[config.mk]
export PLATFORM = sky130hd
export DESIGN_NAME = writeback_ctrl
export DESIGN_NICKNAME = d
export VERILOG_FILES = /design/src/rtl/wb_pkg.sv /design/src/rtl/wb_fifo.sv /design/src/rtl/writeback_ctrl.sv
export SDC_FILE = /design/constraint.sdc
export NUM_CORES = 1
export LEC_CHECK = 0
export BUFFER_PORTS_ARGS = -buffer_cell sky130_fd_sc_hd__buf_2
export CORE_AREA = 5 5 108 110
export CTS_CLUSTER_SIZE = 30
export DETAILED_ROUTE_END_ITERATION = 8
export DIE_AREA = 0 0 113 115
export GPL_TIMING_DRIVEN = 0
export HOLD_SLACK_MARGIN = 0.1
export PLACE_DENSITY_LB_ADDON = 0.15
export SETUP_SLACK_MARGIN = 0.4
export SKIP_LAST_GASP = 1
export SYNTH_ARGS = -nofsm -noshare
export SYNTH_HDL_FRONTEND = slang
export SYNTH_HIERARCHICAL = 1
export SYNTH_SLANG_ARGS = --single-unit
[constraint.sdc]
create_clock -name CLK -period 3.4 [get_ports CLK]
set_clock_uncertainty 0.05 [all_clocks]
set_input_delay 0.17 -clock CLK [delete_from_list [all_inputs] [get_ports CLK]]
set_output_delay 0.17 -clock CLK [all_outputs]
set_load 0.03 [all_outputs]
[src/rtl/wb_pkg.sv]
// Shared types and defaults for the register-file write-back path.
// Holds the FSM state encoding, default widths and the queue-entry layout.
package wb_pkg;

    localparam int WB_ADDR_W = 5;
    localparam int WB_DATA_W = 32;

    typedef enum logic [1:0] {
        IDLE   = 2'd0,
        SETUP  = 2'd1,
        STROBE = 2'd2,
        HOLD   = 2'd3
    } wb_state_t;

    typedef struct packed {
        logic [WB_ADDR_W-1:0] dir;
        logic [WB_DATA_W-1:0] data;
    } wb_entry_t;

endpackage

[src/rtl/wb_fifo.sv]
// Small write-back FIFO. Exposes the head entry and every slot's address and
// occupancy so the owner can compare decode read addresses against pending writes.
module wb_fifo #(
    parameter int DEPTH  = 2,
    parameter int ADDR_W = 5,
    parameter int DATA_W = 32
) (
    input  logic                         clk,
    input  logic                         rst_n,
    input  logic                         push,
    input  logic                         pop,
    input  logic [ADDR_W-1:0]            push_dir,
    input  logic [DATA_W-1:0]            push_data,
    output logic                         full,
    output logic                         empty,
    output logic [ADDR_W-1:0]            head_dir,
    output logic [DATA_W-1:0]            head_data,
    output logic [DEPTH-1:0][ADDR_W-1:0] entry_dir,
    output logic [DEPTH-1:0]             entry_vld
);

    localparam int PW = $clog2(DEPTH);
    localparam int CW = PW + 1;

    logic [DEPTH-1:0][ADDR_W-1:0] dir_mem;
    logic [DATA_W-1:0]            data_mem [DEPTH];
    logic [PW-1:0]                wr_ptr;
    logic [PW-1:0]                rd_ptr;
    logic [CW-1:0]                count;

    assign full      = (count == CW'(DEPTH));
    assign empty     = (count == '0);
    assign head_dir  = dir_mem[rd_ptr];
    assign head_data = data_mem[rd_ptr];
    assign entry_dir = dir_mem;

    always_ff @(posedge clk) begin
        if (!rst_n) begin
            wr_ptr <= '0;
            rd_ptr <= '0;
            count  <= '0;
        end else begin
            if (push) begin
                dir_mem[wr_ptr]  <= push_dir;
                data_mem[wr_ptr] <= push_data;
                wr_ptr           <= wr_ptr + PW'(1);
            end
            if (pop) begin
                rd_ptr <= rd_ptr + PW'(1);
            end
            case ({push, pop})
                2'b10:   count <= count + CW'(1);
                2'b01:   count <= count - CW'(1);
                default: count <= count;
            endcase
        end
    end

    // A slot is occupied when its distance from the read pointer is below the count.
    always_comb begin
        logic [PW-1:0] offset;
        offset    = '0;
        entry_vld = '0;
        for (int unsigned i = 0; i < DEPTH; i++) begin
            offset       = PW'(i) - rd_ptr;
            entry_vld[i] = ({1'b0, offset} < count);
        end
    end

endmodule

[src/rtl/writeback_ctrl.sv]
// Queues write-back results and replays them onto the register-file write port
// with programmable setup/strobe/hold timing; flags RAW hazards for decode reads.
module writeback_ctrl
    import wb_pkg::*;
#(
    parameter int DATA_W     = WB_DATA_W,
    parameter int ADDR_W     = WB_ADDR_W,
    parameter int DEPTH      = 2,
    parameter int SETUP_CYC  = 1,
    parameter int STROBE_CYC = 2,
    parameter int HOLD_CYC   = 1
) (
    input  logic              CLK,
    input  logic              RST,
    input  logic              WB_VALID,
    input  logic              WB_EN,
    input  logic [ADDR_W-1:0] WB_DIR,
    input  logic [DATA_W-1:0] WB_DATA,
    output logic              WB_READY,
    input  logic [ADDR_W-1:0] DIR_A,
    input  logic [ADDR_W-1:0] DIR_B,
    output logic [ADDR_W-1:0] DIR_WRA,
    output logic [DATA_W-1:0] DI,
    output logic              REG_WR,
    output logic              HAZ_A,
    output logic              HAZ_B,
    output logic              BUSY
);

    localparam int MAX_CYC = (SETUP_CYC > STROBE_CYC)
                           ? ((SETUP_CYC > HOLD_CYC) ? SETUP_CYC : HOLD_CYC)
                           : ((STROBE_CYC > HOLD_CYC) ? STROBE_CYC : HOLD_CYC);
    localparam int CNT_W   = $clog2(MAX_CYC) + 1;

    wb_state_t                    state, state_n;
    logic [CNT_W-1:0]             cnt, cnt_n;
    logic                         push, pop;
    logic                         full, empty;
    logic [ADDR_W-1:0]            head_dir;
    logic [DATA_W-1:0]            head_data;
    logic [DEPTH-1:0][ADDR_W-1:0] entry_dir;
    logic [DEPTH-1:0]             entry_vld;

    assign WB_READY = !full;
    // Results without a write, or targeting r0, consume the handshake only.
    assign push     = WB_VALID && !full && WB_EN && (WB_DIR != '0);
    assign BUSY     = (state != IDLE) || !empty;
    assign REG_WR   = (state != STROBE);

    wb_fifo #(
        .DEPTH  (DEPTH),
        .ADDR_W (ADDR_W),
        .DATA_W (DATA_W)
    ) u_fifo (
        .clk       (CLK),
        .rst_n     (RST),
        .push      (push),
        .pop       (pop),
        .push_dir  (WB_DIR),
        .push_data (WB_DATA),
        .full      (full),
        .empty     (empty),
        .head_dir  (head_dir),
        .head_data (head_data),
        .entry_dir (entry_dir),
        .entry_vld (entry_vld)
    );

    always_ff @(posedge CLK) begin
        if (!RST) begin
            state   <= IDLE;
            cnt     <= '0;
            DIR_WRA <= '0;
            DI      <= '0;
        end else begin
            state <= state_n;
            cnt   <= cnt_n;
            if (pop) begin
                DIR_WRA <= head_dir;
                DI      <= head_data;
            end
        end
    end

    always_comb begin
        state_n = state;
        cnt_n   = cnt;
        pop     = 1'b0;
        case (state)
            IDLE: begin
                if (!empty) begin
                    pop     = 1'b1;
                    cnt_n   = CNT_W'(SETUP_CYC - 1);
                    state_n = SETUP;
                end
            end
            SETUP: begin
                if (cnt == '0) begin
                    cnt_n   = CNT_W'(STROBE_CYC - 1);
                    state_n = STROBE;
                end else begin
                    cnt_n = cnt - CNT_W'(1);
                end
            end
            STROBE: begin
                if (cnt == '0) begin
                    cnt_n   = CNT_W'(HOLD_CYC - 1);
                    state_n = HOLD;
                end else begin
                    cnt_n = cnt - CNT_W'(1);
                end
            end
            HOLD: begin
                if (cnt == '0) begin
                    if (!empty) begin
                        pop     = 1'b1;
                        cnt_n   = CNT_W'(SETUP_CYC - 1);
                        state_n = SETUP;
                    end else begin
                        state_n = IDLE;
                    end
                end else begin
                    cnt_n = cnt - CNT_W'(1);
                end
            end
            default: state_n = IDLE;
        endcase
    end

    // The in-flight write stays pending until its HOLD completes.
    always_comb begin
        HAZ_A = 1'b0;
        HAZ_B = 1'b0;
        for (int unsigned i = 0; i < DEPTH; i++) begin
            if (entry_vld[i] && (entry_dir[i] == DIR_A)) HAZ_A = 1'b1;
            if (entry_vld[i] && (entry_dir[i] == DIR_B)) HAZ_B = 1'b1;
        end
        if ((state != IDLE) && (DIR_WRA == DIR_A)) HAZ_A = 1'b1;
        if ((state != IDLE) && (DIR_WRA == DIR_B)) HAZ_B = 1'b1;
        if (DIR_A == '0) HAZ_A = 1'b0;
        if (DIR_B == '0) HAZ_B = 1'b0;
    end

endmodule

======== Yosys cells after proc, flatten, opt, wreduce, memory -nomap -nowiden ========
Memories as Yosys holds them, arrays and structs flattened. A register that Yosys moved wholly into a read port is not among the register bits.
Cells that the tools add are included.
operators by class
  $lt $le $gt $ge ......................... 5
  equal/unequal tests ..................... 17
  multiplexer cells ....................... 31
  add/subtract/negate cells ............... 7
  reduce and logical (&&, ||, !) cells .... 24
operator list
  operator             count
  $eq 5x5->1           6
  $mux 2               8
  $pmux 2 s4           2
  $mux 5               3
  $mux 1               14
  $bwmux 10            1
  $logic_and 1x1->1    10
  $logic_not 5->1      2
  $ne 2x2->1 const B   5
  $eq 2x2->1 const B   4
  $logic_not 2->1      3
  $demux 5 s1          1
  $reduce_bool 5->1    1
  $eq 2x1->1 const B   2
  $lt 1x2->1           2
  $lt 1x2->1 const B   2
  $pmux 2 s2           1
  $reduce_and 4->1     1
  $reduce_bool 2->1    2
  $sub 2x1->2 const B  2
  $logic_not 1->1      3
  $add 1x1->1 const B  2
  $add 2x1->2 const B  1
  $pmux 1 s2           1
  4 further kinds      5
storage, ports and cells
  memory bits (writable) .................. 64
  memories ................................ 1
  logic and storage cells ................. 93
  input port bits ......................... 51
  register bits ........................... 23
memories
  memory           words  width  rd ports  clocked after Yosys merged registers in  write ports  RTL line       RTL
  u_fifo.data_mem  2      32     1         1                                        1            wb_fifo.sv:26  logic [DATA_W-1:0] data_mem [DEPTH];

======== Logic depth before layout (Yosys ltp) ========
  word-level depth ........................ 8
  mapped depth ............................ 10

======== Hierarchy ========
The synthesis kept the hierarchy.
modules (own cells, without submodules)
  module          times used  area each (um^2)  cells an instance  sequential area each (um^2)
  wb_fifo         1           2905.3            142                2322.2
  writeback_ctrl  1           2213.4            245                820.8

======== Worst setup path before layout ========
OpenSTA, ideal clock, no wires.
  kind .................................... register to register
  start ................................... register u_fifo.count[0]
  end ..................................... memory u_fifo.data_mem[0][0] (enable)
  arrival ................................. 2.760 ns
  buffers on the path ..................... 0
  cell stages (with the launch flop) ...... 6
  data required time ...................... 2.919 ns
  setup slack ............................. 0.158 ns
  setup time .............................. 0.431 ns
  cells stage by stage .................... dfxtp_1 and2b_2 inv_1 o2111a_1 nand2_1 nor2_1
on the way
  word-level cells in the longest chain between the ends .. 8
ends and longest elaborated chain
  element                          RTL line              RTL
  from (decl)                      wb_fifo.sv:29         logic [CW-1:0] count;
  from (signal assigned)           wb_fifo.sv:52         2'b10: count <= count + CW'(1);
  from (signal assigned)           wb_fifo.sv:53         2'b01: count <= count - CW'(1);
  from (signal assigned)           wb_fifo.sv:54         default: count <= count;
  $eq 2x2->1                       wb_fifo.sv:31         assign full = (count == CW'(DEPTH));
  net full                         writeback_ctrl.sv:38  logic full, empty;
  $logic_not 1->1                  -
  net WB_READY                     writeback_ctrl.sv:19  output logic WB_READY,
  $logic_and 1x1->1 (3 in series)  writeback_ctrl.sv:46  assign push = WB_VALID && !full && WB_EN && (WB_DIR != '0);
  net push                         writeback_ctrl.sv:37  logic push, pop;
  $mux 1                           wb_fifo.sv:43         if (push) begin
  $mux 1                           wb_fifo.sv:38         if (!rst_n) begin
  $mux 1 (not written as such)     wb_fifo.sv:45         data_mem[wr_ptr] <= push_data;
  to (decl)                        wb_fifo.sv:26
The timed path passes the listed nets, and every way through them passes these cells.

======== Final worst setup path ========
  start ................................... register state[1]
  end ..................................... register u_fifo.count[1]
on the way
  word-level cells in the longest chain between the ends .. 4
  elaborated cells between the ends (all ways) .. 7
ends and longest elaborated chain
  element                                                 RTL line              RTL
  from (decl)                                             writeback_ctrl.sv:35  wb_state_t state, state_n;
  from (signal assigned)                                  writeback_ctrl.sv:76  state <= state_n;
  $eq 2x2->1 / $logic_not 2->1 (equally long branches)    writeback_ctrl.sv:89  case (state)
  $pmux 1 s2 (*)                                          writeback_ctrl.sv:89
  net pop                                                 writeback_ctrl.sv:37
  $eq 2x1->1 / $eq 2x2->1 (equally long branches)         wb_fifo.sv:51         case ({push, pop})
  $pmux 2 s2 / $reduce_bool 2->1 (equally long branches)  -
The timed path passes the listed nets; every way through them passes the cells marked *.
A chain may end at the register's enable or synchronous reset.

==> flow_metrics.env <==
export IMPL_power_density_mw_per_mm2=761
export IMPL_arrival_ns=2.67
export IMPL_synthFlopType="edfxtp_1"
export IMPL_syn_to_final_growth_pct=31.9
export IMPL_synth_nets=444
export IMPL_grt_total_usage_pct=17.7
export IMPL_drv_slew=0
export IMPL_cts_sinks=120
export IMPL_cts_buffers=17
export IMPL_final_area_mm2=0.00675
export IMPL_io_pins=93
export IMPL_grt_max_degree=21
export IMPL_setup_violations=0
export IMPL_cp_end_kind="register"
export IMPL_synth_async_reset_ratio_pct=0
export IMPL_rsz0062_at_grt="false"
export IMPL_syn_cell_area_mm2=0.00512
export IMPL_insertion_delay_ns=0.50
export IMPL_cap_viol_max_count=0
export IMPL_hold_viol=0
export IMPL_drive_above_1_share_pct=37.7
export IMPL_tns_ns=0
export IMPL_ys_seq_elements=120
export IMPL_status="complete, no violations"
export IMPL_nets=595
export IMPL_fin_hold_ws_ns=0.195
export IMPL_die_x_um=113
export IMPL_slew_headroom_pct=56.9
export IMPL_post_drt_wl_per_cell_um=15.8
export IMPL_synth_cells=387
export IMPL_grt_pass1_vias=3511
export IMPL_cts_root_buf="clkbuf_8"
export IMPL_place_inst=621
export IMPL_worstPathMaxFanout=11
export IMPL_antenna_left=0
export IMPL_cts_tree="yes"
export IMPL_antenna_found_initial=0
export IMPL_setup_slack_ns=1.12
export IMPL_hold_class="primary input to register"
export IMPL_die_area_mm2=0.0130
export IMPL_synth_edf_count=74
export IMPL_crit_start="state[1]"
export IMPL_post_route_period_util_pct=67.2
export IMPL_grt_pass1_wl_mm=17.7
export IMPL_tightest_slew_ns=0.645
export IMPL_dp_hpwl_mm=7.41
export IMPL_grtUsageMet3_pct=5.32
export IMPL_ir_drop_mv=0.566
export IMPL_top_usage_layer="met2"
export IMPL_grt_util_met1_pct=22.0
export IMPL_startpoint_type="register"
export IMPL_fmax_mhz=438
export IMPL_vias=3379
export IMPL_min_period_ns=2.28
export IMPL_rr_startpoint="state[1]"
export IMPL_die_h_um=115
export IMPL_rows=38
export IMPL_gp_congestion=0.794
export IMPL_synth_avg_cell_area_um2=13.2
export IMPL_ys_warnings_count=6
export IMPL_wl_mm=10.9
export IMPL_synth_distinct_cells=42
export IMPL_core_mm2=0.0106
export IMPL_pre_cts_ws_ns=1.09
export IMPL_start_util_pct=48.3
export IMPL_final_core_util_pct=63.7
export IMPL_grt_overflow_total=0
export IMPL_routed_via_density=4.89
export IMPL_htree_num_levels=4
export IMPL_worstHoldStart="WB_EN"
export IMPL_p_leak_nw=2.60
export IMPL_drc_errors=0
export IMPL_required_ns=3.78
export IMPL_path_class="register to register"
export IMPL_p_total_mw=5.14
export IMPL_seq_area_frac_synth_pct=61.4
export IMPL_fin_cells=691
export IMPL_met2_usage_pct=30.2
export IMPL_clk_pin_slew_worst_paths_ns=0.05
export IMPL_diodes=0
export IMPL_firstDrtPassIters=4
export IMPL_dpl_cell_area_mm2=0.00582
export IMPL_io_buffers=92
export IMPL_clk_path_buf_depth=2
export IMPL_first_iter_violations=174
-- layer usage --
| metal | share of wire (%) | up-vias |
|---|---|---|
| li1 | - | 1667 |
| met1 | 43 | 1623 |
| met2 | 51 | 81 |
| met3 | 5.6 | 8 |
| met4 | 1.0 | 0 |
| met5 | 0 | - |
-- final timing paths --
check / to / slack [ns] / cells after the start
worst max-delay path: u_fifo/count[1] / 1.12 / 9
worst min-delay path: u_fifo/wr_ptr / 0.20 / 4
worst max register to register: u_fifo/count[1] / 1.12 / 9
worst min register to register: DI[3] / 0.41 / 2
-- critical path, cell delays in order, from the launching register on --
cell and delay (ns):
dfxtp_1 0.40, inv_1 0.11, ha_1 0.30, nor2_1 0.13, o21ai_2 0.10, inv_2 0.07
buf_2 0.25, ha_1 0.31, or3_1 0.36, a21boi_1 0.13
-- repair_timing --
item	CTS	global route
hold buffers	38	0
resized for setup	0	0
endpoints found under the hold margin	80	0
endpoints found under the setup margin	0	0
buffers inserted	0	0
-- power breakdown --
group	total [mW]	switching (mW)	internal, mW
combinational	1.63	0.998	0.637
clock	1.63	0.585	1.04
sequential	1.88	0.130	1.75
total	5.14	1.71	3.43
-- kinds of logic (layout without fill, tap and decap cells) --
group,count (synthesis),after routing,share of synthesized area [%]
DFF,120,120,61.4
adders and majority gates,6,6,1.47
buffers and inverters,24,188,3.32
xor gates and xnor gates,34,34,5.82
AOI/OAI and AO/OA,53,53,9.92
and+or+nand+nor,112,112,9.73
muxes,38,38,8.34
-- cell type report --
type	count	area, µm²
sequential	120	3140
tap	140	175
clock buffer	23	478
timing repair buffer	132	896
buffer	17	144
fill	829	3850
inverter	7	26.3
multi-input combinational	243	1810
clock inverter	9	73.8
-- Yosys cell counts, drive strengths merged, types with 3 or more instances --
cell / n / area share (%)
inv: 7 / 0.51
a21boi: 38 / 7.8
xor2: 24 / 4.1
xnor2: 10 / 1.7
buf: 12 / 2.4
nor4: 6 / 0.73
ha: 6 / 1.5
a21oi: 3 / 0.29
clkbuf: 5 / 0.37
edfxtp: 74 / 43
nor2: 10 / 0.73
mux2: 37 / 8.1
nor2b: 3 / 0.37
o21ai: 3 / 0.37
or4: 3 / 0.44
and2: 5 / 0.61
nand2: 77 / 5.6
dfxtp: 46 / 18
-- placed cells by master (no fill, tap or decap), types with 7 or more instances in the layout --
cell type,n
a21boi_0,7
a21boi_2,30
buf_2,97
clkbuf_1,8
clkbuf_16,17
dfxtp_1,46
dlygate4sd3_1,38
edfxtp_1,74
mux2_2,35
nand2_1,77
nor2_1,9
xnor2_1,10
xor2_1,24
-- registers in the layout, indices dropped and copies added, names as in the netlist, named ones only --
name	flops
DI	32
DIR_WRA	5
cnt	2
state	2
u_fifo/count	2
u_fifo/data_mem	64
u_fifo/entry_dir	10
u_fifo/rd_ptr	1
u_fifo/wr_ptr	1
Note: power is estimated with default switching activity, not from simulation.
